<file path="src/rtl/de2i_150_qsys_nios2_oci_dct_packer_if.sv">
// Frame output channel of the DCT packer: a single-entry valid/ready link
// carrying {count[3:0], buffer[29:0]} to the trace FIFO.
interface de2i_150_qsys_nios2_oci_dct_packer_if;
  logic        frame_valid;
  logic        frame_ready;
  logic [33:0] frame_data;

  modport master (output frame_valid, output frame_data, input frame_ready);
  modport slave  (input frame_valid, input frame_data, output frame_ready);
endinterface

</file>
<file path="src/rtl/de2i_150_qsys_nios2_oci_dct_packer.sv">
// DCT packer: shifts 2-bit branch outcome codes into a 15-entry (30-bit)
// accumulator and hands completed frames to a single-entry output register.
// Frames close when full, on flush, or on trc_on falling. Frames that arrive
// while the output register is stalled are dropped and counted in ovf_count.
// Optional macro DCT_PACKER_TIMEOUT_EN adds an idle-timeout frame close.
module de2i_150_qsys_nios2_oci_dct_packer #(
  parameter int TIMEOUT_CYCLES = 255,
  parameter int OVF_W          = 8
) (
  input  logic                                    clk,
  input  logic                                    reset_n,
  input  logic                                    trc_on,
  input  logic                                    dct_valid,
  input  logic [1:0]                              dct_code,
  input  logic                                    flush,
  de2i_150_qsys_nios2_oci_dct_packer_if.master    fo,
  output logic [29:0]                             dct_buffer,
  output logic [3:0]                              dct_count,
  output logic [OVF_W-1:0]                        ovf_count
);

  localparam logic [7:0] TIMEOUT_LIM = 8'(TIMEOUT_CYCLES);

  logic [29:0]      buf_q, buf_d;
  logic [3:0]       cnt_q, cnt_d;
  logic             trc_on_prev_q, trc_on_prev_d;
  logic             frame_valid_q, frame_valid_d;
  logic [33:0]      frame_data_q, frame_data_d;
  logic [OVF_W-1:0] ovf_q, ovf_d;

  logic             accept;
  logic [29:0]      next_buf;
  logic [3:0]       next_cnt;
  logic             timeout_hit;
  logic             emit;
  logic             load;

`ifdef DCT_PACKER_TIMEOUT_EN
  logic [7:0]       idle_q, idle_d;

  // Idle timer: restarts on every accept or emit, runs only while a partial
  // frame is pending.
  always_comb begin
    idle_d = idle_q;
    if (accept || emit) begin
      idle_d = 8'd0;
    end else if (cnt_q != 4'd0) begin
      idle_d = idle_q + 8'd1;
    end
  end

  // Idle timer register.
  always_ff @(posedge clk or negedge reset_n) begin
    if (!reset_n) begin
      idle_q <= 8'd0;
    end else begin
      idle_q <= idle_d;
    end
  end

  assign timeout_hit = (idle_q == TIMEOUT_LIM);
`else
  logic unused_timeout_lim;
  assign unused_timeout_lim = ^TIMEOUT_LIM;
  assign timeout_hit        = 1'b0;
`endif

  // Pack the incoming code, decide whether the frame closes, and update the
  // output register and overflow counter.
  always_comb begin
    accept        = trc_on && dct_valid && (dct_code != 2'b00);
    next_buf      = buf_q;
    next_cnt      = cnt_q;
    if (accept) begin
      next_buf = {buf_q[27:0], dct_code};
      next_cnt = cnt_q + 4'd1;
    end

    // Code is packed first, so a closing trigger includes this cycle's code.
    emit = (next_cnt == 4'd15) ||
           ((flush || (trc_on_prev_q && !trc_on) || timeout_hit) &&
            (next_cnt != 4'd0));
    load = emit && (!frame_valid_q || fo.frame_ready);

    buf_d         = emit ? 30'd0 : next_buf;
    cnt_d         = emit ? 4'd0 : next_cnt;
    trc_on_prev_d = trc_on;

    frame_valid_d = frame_valid_q;
    frame_data_d  = frame_data_q;
    if (load) begin
      frame_valid_d = 1'b1;
      frame_data_d  = {next_cnt, next_buf};
    end else if (frame_valid_q && fo.frame_ready) begin
      frame_valid_d = 1'b0;
      frame_data_d  = 34'd0;
    end

    ovf_d = ovf_q;
    if (emit && frame_valid_q && !fo.frame_ready && (ovf_q != {OVF_W{1'b1}})) begin
      ovf_d = ovf_q + 1'b1;
    end
  end

  // State registers; reset discards any partial or held frame.
  always_ff @(posedge clk or negedge reset_n) begin
    if (!reset_n) begin
      buf_q         <= 30'd0;
      cnt_q         <= 4'd0;
      trc_on_prev_q <= 1'b0;
      frame_valid_q <= 1'b0;
      frame_data_q  <= 34'd0;
      ovf_q         <= '0;
    end else begin
      buf_q         <= buf_d;
      cnt_q         <= cnt_d;
      trc_on_prev_q <= trc_on_prev_d;
      frame_valid_q <= frame_valid_d;
      frame_data_q  <= frame_data_d;
      ovf_q         <= ovf_d;
    end
  end

  assign fo.frame_valid = frame_valid_q;
  assign fo.frame_data  = frame_data_q;
  assign dct_buffer     = buf_q;
  assign dct_count      = cnt_q;
  assign ovf_count      = ovf_q;

endmodule

</file>
<file path="src/flat_wrapper.sv">
// flat-port wrapper written by rule: the top's interface ports become plain ports
module de2i_150_qsys_nios2_oci_dct_packer_flat 
#(
  parameter int TIMEOUT_CYCLES = 255,
  parameter int OVF_W          = 8
)
  (clk, reset_n, trc_on, dct_valid, dct_code, flush, dct_buffer, dct_count, ovf_count, fo_frame_valid, fo_frame_data, fo_frame_ready);
  de2i_150_qsys_nios2_oci_dct_packer_if fo_i ();
  input  logic clk;
  input  logic reset_n;
  input  logic trc_on;
  input  logic dct_valid;
  input  logic [1:0] dct_code;
  input  logic flush;
  output logic [29:0] dct_buffer;
  output logic [3:0] dct_count;
  output logic [OVF_W-1:0] ovf_count;
  output wire logic [$bits(fo_i.frame_valid)-1:0] fo_frame_valid;
  output wire logic [$bits(fo_i.frame_data)-1:0] fo_frame_data;
  input wire logic [$bits(fo_i.frame_ready)-1:0] fo_frame_ready;
  assign fo_frame_valid = fo_i.frame_valid;
  assign fo_frame_data = fo_i.frame_data;
  assign fo_i.frame_ready = fo_frame_ready;
  de2i_150_qsys_nios2_oci_dct_packer #(.TIMEOUT_CYCLES(TIMEOUT_CYCLES), .OVF_W(OVF_W)) u_core (.clk(clk), .reset_n(reset_n), .trc_on(trc_on), .dct_valid(dct_valid), .dct_code(dct_code), .flush(flush), .fo(fo_i), .dct_buffer(dct_buffer), .dct_count(dct_count), .ovf_count(ovf_count));
endmodule
</file>
<file path="config.mk">
export PLATFORM = sky130hd
export DESIGN_NAME = de2i_150_qsys_nios2_oci_dct_packer_flat
export DESIGN_NICKNAME = d
export VERILOG_FILES = /design/src/rtl/de2i_150_qsys_nios2_oci_dct_packer_if.sv /design/src/rtl/de2i_150_qsys_nios2_oci_dct_packer.sv /design/src/flat_wrapper.sv
export SDC_FILE = /design/constraint.sdc
export NUM_CORES = 1
export LEC_CHECK = 0
export BUFFER_PORTS_ARGS = -buffer_cell sky130_fd_sc_hd__buf_4
export CAP_MARGIN = 5
export CELL_PAD_IN_SITES_DETAIL_PLACEMENT = 1
export CELL_PAD_IN_SITES_GLOBAL_PLACEMENT = 1
export CORE_MARGIN = 5
export CORE_UTILIZATION = 30
export CTS_CLUSTER_SIZE = 20
export DETAILED_ROUTE_END_ITERATION = 16
export PLACE_DENSITY = 0.73
export SYNTH_ARGS = -nofsm -noshare
export SYNTH_HDL_FRONTEND = slang
export SYNTH_SLANG_ARGS = --single-unit
</file>
<file path="constraint.sdc">
create_clock -name clk -period 2.3 [get_ports clk]
set_input_delay 0.23 -clock clk [delete_from_list [all_inputs] [get_ports clk]]
set_output_delay 0.23 -clock clk [all_outputs]
set_load 0.1 [all_outputs]
</file>
# After elaboration in Yosys (flattened, before gate mapping)
# Index checks and enable logic that the tools add are counted.
[word_totals]
ramBits = 0
regBits = 78
input_bits = 8
latchBits = 0
mem_bits_ro = 0
mem_count = 0
out_inout_bits = 77
[classes]
mul = 0
n_reduce_logical = 18
bitwise = 0
mux = 8
div_mod_pow = 0
n_lt_le_gt_ge = 0
eq_ne = 2
shift = 0
addsub = 2
[ops]
columns = ["cell", "n"]
rows = [
  ["34-bit 2-to-1 mux", 2],
  ["30-bit 2-to-1 mux", 2],
  ["1-bit logical AND", 9],
  ["8-bit by 1-bit adder with 8-bit output (second input constant)", 1],
  ["4-bit 2-to-1 mux", 2],
  ["8-bit inequality test (second input constant)", 1],
  ["4-bit by 1-bit adder with 4-bit output (second input constant)", 1],
  ["4-bit == test (second input constant)", 1],
  ["2-bit nonzero test", 2],
  ["4-bit nonzero test", 1],
  ["1-bit zero test", 3],
  ["1-bit logical OR", 3],
  ["1-bit 2-to-1 mux", 2],
]

# Longest topological paths before layout
# Gate-level depths: netlist (run 1).
[depth]
depth_word = 9
depth_mapped = 8

# Worst setup path after synthesis (run 1)
# Ideal clock, no wire load.
[synth_timing]
kind = "register -> register"
from = "register u_core.cnt_q[0], in the netlist u_core.dct_count[0]"
to = "register u_core.frame_data_q[10], in the netlist u_core.fo.frame_data[10]"
setup_ns = 0.080
path_buffers = 1
stages_incl_launch_ff = 7
period_less_slack_ns = 2.864
required_time_ns = 2.220
setup_slack_ns = -0.564
arrival_time_ns = 2.784
path_cell_list = "dfrtp_1 -> ha_1 -> or2b_1 -> o41a_2 -> o31ai_4 -> buf_6 -> o2bb2ai_1"
[synth_via]
elab_chain_cells = 7
word_cells_on_any_way = 9
classes_between = "add/sub (1); eq/ne (1); mux (2); reduce/logical (5)"
[synth_rtl]
columns = ["element", "line", "text"]
rows = [
  ["start: declaration", "de2i_150_qsys_nios2_oci_dct_packer.sv:25", "logic [3:0] cnt_q, cnt_d;"],
  ["start signal: assignment", "de2i_150_qsys_nios2_oci_dct_packer.sv:116", "cnt_q <= cnt_d;"],
  ["4-bit by 1-bit adder with 4-bit output", "de2i_150_qsys_nios2_oci_dct_packer.sv:76", "next_cnt = cnt_q + 4'd1;"],
  ["4-bit 2-to-1 mux *", "de2i_150_qsys_nios2_oci_dct_packer.sv:74", "if (accept) begin"],
  ["4-bit nonzero test", "de2i_150_qsys_nios2_oci_dct_packer.sv:82", "(next_cnt != 4'd0));"],
  ["1-bit logical AND", "de2i_150_qsys_nios2_oci_dct_packer.sv:81", "((flush || (trc_on_prev_q && !trc_on) || timeout_hit) &&"],
  ["1-bit logical OR *", "de2i_150_qsys_nios2_oci_dct_packer.sv:80", "emit = (next_cnt == 4'd15) ||"],
  ["1-bit logical AND *", "de2i_150_qsys_nios2_oci_dct_packer.sv:83", "load = emit && (!frame_valid_q || fo.frame_ready);"],
  ["34-bit 2-to-1 mux or 2-bit nonzero test (tied branches)", "--", ""],
  ["end signal: assignment", "de2i_150_qsys_nios2_oci_dct_packer.sv:119", "frame_data_q <= frame_data_d;"],
  ["end: declaration", "de2i_150_qsys_nios2_oci_dct_packer.sv:28", "logic [33:0] frame_data_q, frame_data_d;"],
]
# Mark *: on every way between the ends. The rest lies on a longest branch, timed or not.
# A chain may end at the register's enable or synchronous reset.

# Worst setup path in the final report (run 1)
[layout_timing]
from = "register u_core.cnt_q[1], in the netlist u_core.dct_count[1]"
to = "register u_core.frame_data_q[1], in the netlist u_core.fo.frame_data[1]"
# Same word-level chain as after synthesis.

==> impl_metrics.toml, run 1 <==
[floorplanning]
die_w_um = 114
die-area_um2 = 13000
core-area_um2 = 10700
dieHeight_um = 114
pin_count = 85
start_util_pct = 30.2
rows = 38

[global_route]
grt_max_degree = 66
grt_overflow = 0
antenna_found_initial = 0
grtUsageTotal_pct = 13.4
grt_pass1_wl_um = 13800
grt_pass1_vias = 2522

[timing]
finalHoldViolCount = 0
fmax_mhz = 459
setup_viol = 0
whs_ps = 53.1
timing.final.ws_setup_ps = 122
fin_crit_sh_pct = 94.7
rsz0062_at_grt = "false"
slew_headroom_pct = 43.7
post-route-min-period_ps = 2180
tns_ps = 0
maxSlewViolCount = 0
worstMarginPinSlew_ps = 845
finClkSkew_ps = 13.7

[clocking]
cts_sinks = 78
root_buffer = "clkbuf_8"
cts_max_level = 3
cts_tree = "yes"
clkSlewWorstSetupHoldPaths_ps = 80
cts_buffers = 9
clkLatencyLatePin_ps = 350
cts_max_path_buffers = 2

[power]
vdd_ir_drop_max_uv = 825
p_seq_share_pct = 34.6
p_leak_nw = 2.07
p_sw_share_pct = 48.1
p_switching_mw = 2.35
finalPower_mw = 4.89
internal-power_mw = 2.54
power_frac_comb_pct = 43.7
cellPowerDensity_nw_per_um2 = 1140
clkPwrFrac_pct = 21.8

[logic_synthesis]
synthesis.nets = 254
yosysWarnings = 0
netlist_instances = 244
synth-seq-cells = 78
synth_area_per_cell_um2 = 13.3
synth_area_um2 = 3230
yosys.cell_types.count = 36
ys_seq_area_share_pct = 60.4

[setup_path]
worst_ep_required_time_ps = 2560
critPathKind = "reg2reg"
critPathArrivalTime_ps = 2440
r2r-start = "u_core.dct_count[1]"
critPathCaptureType = "flop"
path_max_fanout = 16
start_kind = "flop"
reg2reg_to = "u_core.fo.frame_data[1]"
reg2reg_depth = 6
ff2ff_setup_slack_ps = 120

[finish]
layout-drive-gt1-share_pct = 36.5
area_growth_pct = 32.2
final_cells = 480
diodes = 0
nets = 345

[detailed_routing]
final_antenna_net_count = 0
drt_iter0_markers = 60
finalWirelength_um = 8300
vias_per_cell = 4.87
drc = 0
wl_per_cell_um = 17.3
dr_total_vias = 2339
drtPass1Iterations = 4

[placement]
place_congestion = 0.740
io_buffers = 84
dp_cells = 463
pre_cts_slack_ps = 76.7
hpwlAfterDp_um = 5710

[worst_hold_path]
min_to = "u_core.trc_on_prev_q"
worstHoldPathType = "in2reg"
hp-start = "trc_on"
hold_depth = 1

[flow_run]
drv_cap = 0

[outcome]
status = "completed"
==> power groups by stage <==
stage               Combinational [mW]  Clock [mW]  Sequential, mW
floorplan                        0.683           0            2.65
global placement                  2.13           0            1.71
detailed placement                2.15           0            1.72
CTS                               2.16        1.10            1.70
global route                      2.24        1.17            1.72
finish                            2.13        1.06            1.69
==> cells in the mapped netlist <==
cell type	instances	share of area [%]
a2111oi_1	1	0.31
a2111oi_2	1	0.46
a211oi_1	4	0.93
a21boi_0	2	0.46
a21o_1	1	0.23
a21oi_1	2	0.31
a2bb2oi_1	1	0.27
and2b_1	1	0.23
and4_1	1	0.27
buf_2	5	0.77
buf_6	4	1.4
clkbuf_1	4	0.46
dfrtp_1	78	60
ha_1	2	0.77
inv_1	1	0.12
mux2_2	1	0.35
mux2i_1	29	9.0
nand2_1	4	0.46
nand3_1	7	1.1
nand4_1	3	0.58
nand4b_1	1	0.27
nor2_1	34	3.9
nor4_1	1	0.19
o2111ai_1	1	0.27
o211a_1	1	0.31
o211ai_4	1	0.66
o21ai_2	1	0.27
o21bai_1	1	0.23
o2bb2ai_1	33	8.9
o2bb2ai_2	1	0.46
o31ai_4	1	0.66
o41a_2	1	0.39
o41ai_4	1	0.85
or2b_1	2	0.46
xnor2_1	2	0.54
xor2_1	10	2.7
==> final cells by class <==
type	instances	area [µm²]
clock inverters	6	70.1
repair buffers	93	701
fillers	1171	6420
clock buffers	10	138
flip-flops and latches	78	1960
inverters	1	3.75
well taps	140	175
multi-input cells	152	1220
==> placed cells by master (no fill, tap or decap), types with 2 or more instances in the layout <==
master,instances
nand4_1,3
nand2_1,4
nand3_1,7
xnor2_1,2
buf_4,92
clkbuf_8,10
dfrtp_4,2
or2b_1,2
xor2_1,9
a211oi_1,4
o2bb2ai_1,33
dfrtp_1,72
a21boi_0,2
mux2i_1,29
dfrtp_2,4
nor2_1,34
a21oi_1,2
clkinv_4,3
==> per-stage QoR <==
| step | cell area [µm²] | util [%] |
|---|---|---|
| 4_1_cts | 4270 | 39.9 |
| 5_1_grt | 4270 | 39.9 |
| 2_1_floorplan | 3270 | - |
| 6_report | 4270 | 39.9 |
| 3_5_place_dp | 4050 | 37.8 |
| 3_3_place_gp | 4050 | 37.8 |
==> critical path, cell delays in order (launching register included) <==
cell and delay (ps):
dfrtp_4 530, ha_4 260, or2b_1 270, o41a_4 390
o31ai_4 200, buf_4 290, o2bb2ai_1 160
==> flip-flops by register name, indices dropped and copies added (netlist names) <==
| signal | cells |
|---|---|
| u_core.fo.frame_data | 34 |
| u_core.dct_buffer | 30 |
| u_core.ovf_count | 8 |
| u_core.dct_count | 4 |
| u_core.fo.frame_valid | 1 |
| u_core.trc_on_prev_q | 1 |
==> kinds of logic (layout without fill, tap and decap cells) <==
family | Yosys count | count (layout) | synth area share [%]
buffers and inverters | 14 | 110 | 2.75
adders and majority gates | 2 | 2 | 0.774
DFF | 78 | 78 | 60.4
muxes | 30 | 30 | 9.33
xor gates and xnor gates | 12 | 12 | 3.25
and+or+nand+nor | 54 | 54 | 7.51
AOI/OAI and AO/OA | 54 | 54 | 16.0
==> how the worst max path moves through the flow <==
| stage | to | start | slack (ps) | depth (start not counted) |
|---|---|---|---|---|
| 3_3_place_gp | u_core.ovf_count[1] | u_core.dct_count[1] | 110 | 5 |
| 4_1_cts | u_core.dct_count[0] | u_core.dct_count[1] | 60 | 6 |
| 2_1_floorplan | u_core.dct_buffer[0] | u_core.dct_count[1] | 10 | 6 |
| 5_1_grt | u_core.fo.frame_data[13] | u_core.dct_count[1] | 30 | 6 |
| 6_report | u_core.fo.frame_data[1] | u_core.dct_count[1] | 120 | 6 |
| 3_5_place_dp | u_core.dct_count[3] | u_core.dct_count[1] | 80 | 6 |
==> metal layers <==
metal / up-vias / global-route usage (%) / share of wire [%]
li1: 1079 / - / -
met2: 55 / 21.2 / 47
met3: 11 / 4.30 / 5.8
met4: 0 / 3.56 / 1.3
met1: 1194 / 17.7 / 45
met5: - / 0 / 0
==> repair_timing <==
action | 4_1_cts | 5_1_grt
hold buffers | 1 | 0
gates resized for setup | 0 | 1
endpoints found under the setup margin | 0 | 36
setup buffers | 0 | 0
hold endpoints to repair | 10 | 0
Power figures use the tool's default switching activity.
==> run 2, diff against run 1 <==
CORE_MARGIN = 1   (was 5)
==> run 2 against run 1 <==
First-iteration DRC count is 12% lower. Worst setup slack worse by 4.5 ps. Count of clock-buffer cells in the layout is 1 higher. Clock skew is 5.6 ps lower. Combinational power is 6% higher. Final cell count is 0.21% lower.
==> impl_metrics.toml, run 2 (same netlist as run 1, synthesis figures left out) <==
[outcome]
status = "completed"

[timing]
post-route-min-period_ps = 2180
worstMarginPinSlew_ps = 834
rsz0062_at_grt = "false"
slew_headroom_pct = 44.4
fmax_mhz = 458
finClkSkew_ps = 8.12
fin_crit_sh_pct = 94.9
finalHoldViolCount = 0
maxSlewViolCount = 0
tns_ps = 0
setup_viol = 0

[flow_run]
drv_cap = 0

[power]
p_seq_share_pct = 32.6
p_leak_nw = 2.11
cellPowerDensity_nw_per_um2 = 1200
p_switching_mw = 2.37
internal-power_mw = 2.84
power_frac_comb_pct = 43.2
clkPwrFrac_pct = 24.2
p_sw_share_pct = 45.5
vdd_ir_drop_max_uv = 556

[setup_path]
path_max_fanout = 21
start_kind = "flop"
reg2reg_depth = 6
cp.buffers_inverters = 1
worst_path_max_delay_cell = "dfrtp_4"
path_cells = "ha_4 > or2b_1 > o41a_4 > o31ai_4 > buf_12 > o2bb2ai_1"
cp_top_family = "compound AO/OA/AOI/OAI gates"
worst_ep_required_time_ps = 2570
reg2reg_to = "u_core.fo.frame_data[13]"
cpPeakStageDelay_ps = 530
critPathKind = "reg2reg"
ff2ff_setup_slack_ps = 120
critPathArrivalTime_ps = 2450
critPathCaptureType = "flop"
r2r-start = "u_core.dct_count[1]"

[floorplanning]
pin_count = 85
die-area_um2 = 11200
start_util_pct = 31.2
die_w_um = 106
core-area_um2 = 10400
dieHeight_um = 106
rows = 37

[worst_hold_path]
min_to = "u_core.trc_on_prev_q"
hp-start = "trc_on"
hold_depth = 1
worstHoldPathType = "in2reg"

[finish]
final_cells = 479
multiInputGateArea_um2 = 1220
layout-drive-gt1-share_pct = 36.7
ff_latch_area_um2 = 1960
final_cell_mix = "buf_4, dfrtp_1, nor2_1, o2bb2ai_1, mux2i_1"
diodes = 0
layout_commonest_cell = "buf_4"
area_growth_pct = 34.7
nets = 348
nFillCells = 1147
largest_reg_flops = 34

[global_route]
grt_overflow = 0
grt_max_degree = 65
grt_pass1_wl_um = 13700
antenna_found_initial = 0
grtUsageTotal_pct = 15.7
grt_pass1_vias = 2544

[detailed_routing]
drc = 0
dr_total_vias = 2353
drt_iter0_markers = 53
drtPass1Iterations = 4
wl_per_cell_um = 17.6
vias_per_cell = 4.91
final_antenna_net_count = 0
finalWirelength_um = 8410

[clocking]
cts_buffers = 9
cts_sinks = 78
cts_max_path_buffers = 2
clkLatencyLatePin_ps = 340
clkSlewWorstSetupHoldPaths_ps = 80
cts_max_level = 3
root_buffer = "clkbuf_8"
cts_tree = "yes"

[placement]
dp_cells = 459
hpwlAfterDp_um = 5570
place_congestion = 0.761
io_buffers = 84
-- run 2: changes by cell type in the layout (fill, tap and decap cells not counted), sizes merged --
cell	previous run	this run
buf	92	95
bufinv	1	3
clkinvlp	0	1
inv	2	1
clkbuf	10	11
clkinv	4	1
-- run 2: how the worst max path moves through the flow --
stage	from	to	slack, ps	cells after the start
after floorplan	u_core.dct_count[1]	u_core.dct_buffer[0]	10	6
after global placement	u_core.dct_count[1]	u_core.ovf_count[1]	140	5
after detailed placement	u_core.dct_count[1]	u_core.dct_buffer[12]	50	6
after CTS	u_core.dct_count[1]	u_core.dct_buffer[12]	20	6
after global routing	u_core.dct_count[1]	u_core.fo.frame_data[32]	30	6
final	u_core.dct_count[1]	u_core.fo.frame_data[13]	120	6
-- run 2: final cells by class --
type	instances	area share (%)
sequential	78	45.1
multi-input combinational	152	28.0
timing repair buffer	96	17.2
tap	136	3.91
clock buffer	11	3.25
clock inverter	5	2.44
inverter	1	0.0862
-- run 2: per-stage QoR --
| stage | setup slack (ps) | hold WS, ps | util, % | power [mW] | area (µm²) |
|---|---|---|---|---|---|
| after floorplan | 10.8 | -65.6 | - | 3.33 | 3270 |
| after global placement | 137 | 371 | 39.2 | 3.91 | 4070 |
| after detailed placement | 47.9 | 387 | 39.2 | 3.95 | 4070 |
| after CTS | 17.4 | 32.6 | 41.7 | 5.24 | 4330 |
| after global routing | 33.4 | 35.8 | 42.0 | 5.45 | 4360 |
| final | 117 | 52.6 | 42.0 | 5.21 | 4360 |
-- run 2: worst reg2reg max path, delay by kind of cell (launching register included) --
kind | cells | cell delay, ps
compound gates | 3 | 830
flops | 1 | 530
fa+ha+maj | 1 | 260
buf+inv | 1 | 220
simple gates | 1 | 270
-- run 2: what timing repair did --
| action | in CTS | in global routing |
|---|---|---|
| endpoints found under the hold margin | 2 | 0 |
| hold buffers | 1 | 0 |
| gates resized for setup | 0 | 1 |
| endpoints found under the setup margin | 0 | 50 |
| buffers inserted | 0 | 3 |
-- run 2: layer usage --
metal / part of all wire [%] / up-vias / wire length [µm] / GRT usage, %
met5: 0 / - / 0 / 0
met4: 1.2 / 0 / 102 / 5.36
met3: 5.2 / 9 / 434 / 4.14
met2: 50 / 55 / 4220 / 25.8
met1: 43 / 1213 / 3660 / 20.0
li1: - / 1076 / - / -
-- run 2: power groups by stage --
stage	logic, mW	registers [mW]	clock network [mW]
floorplan	0.683	2.65	0
global placement	2.20	1.71	0
detailed placement	2.22	1.73	0
CTS	2.23	1.70	1.30
global route	2.37	1.72	1.35
finish	2.25	1.70	1.26
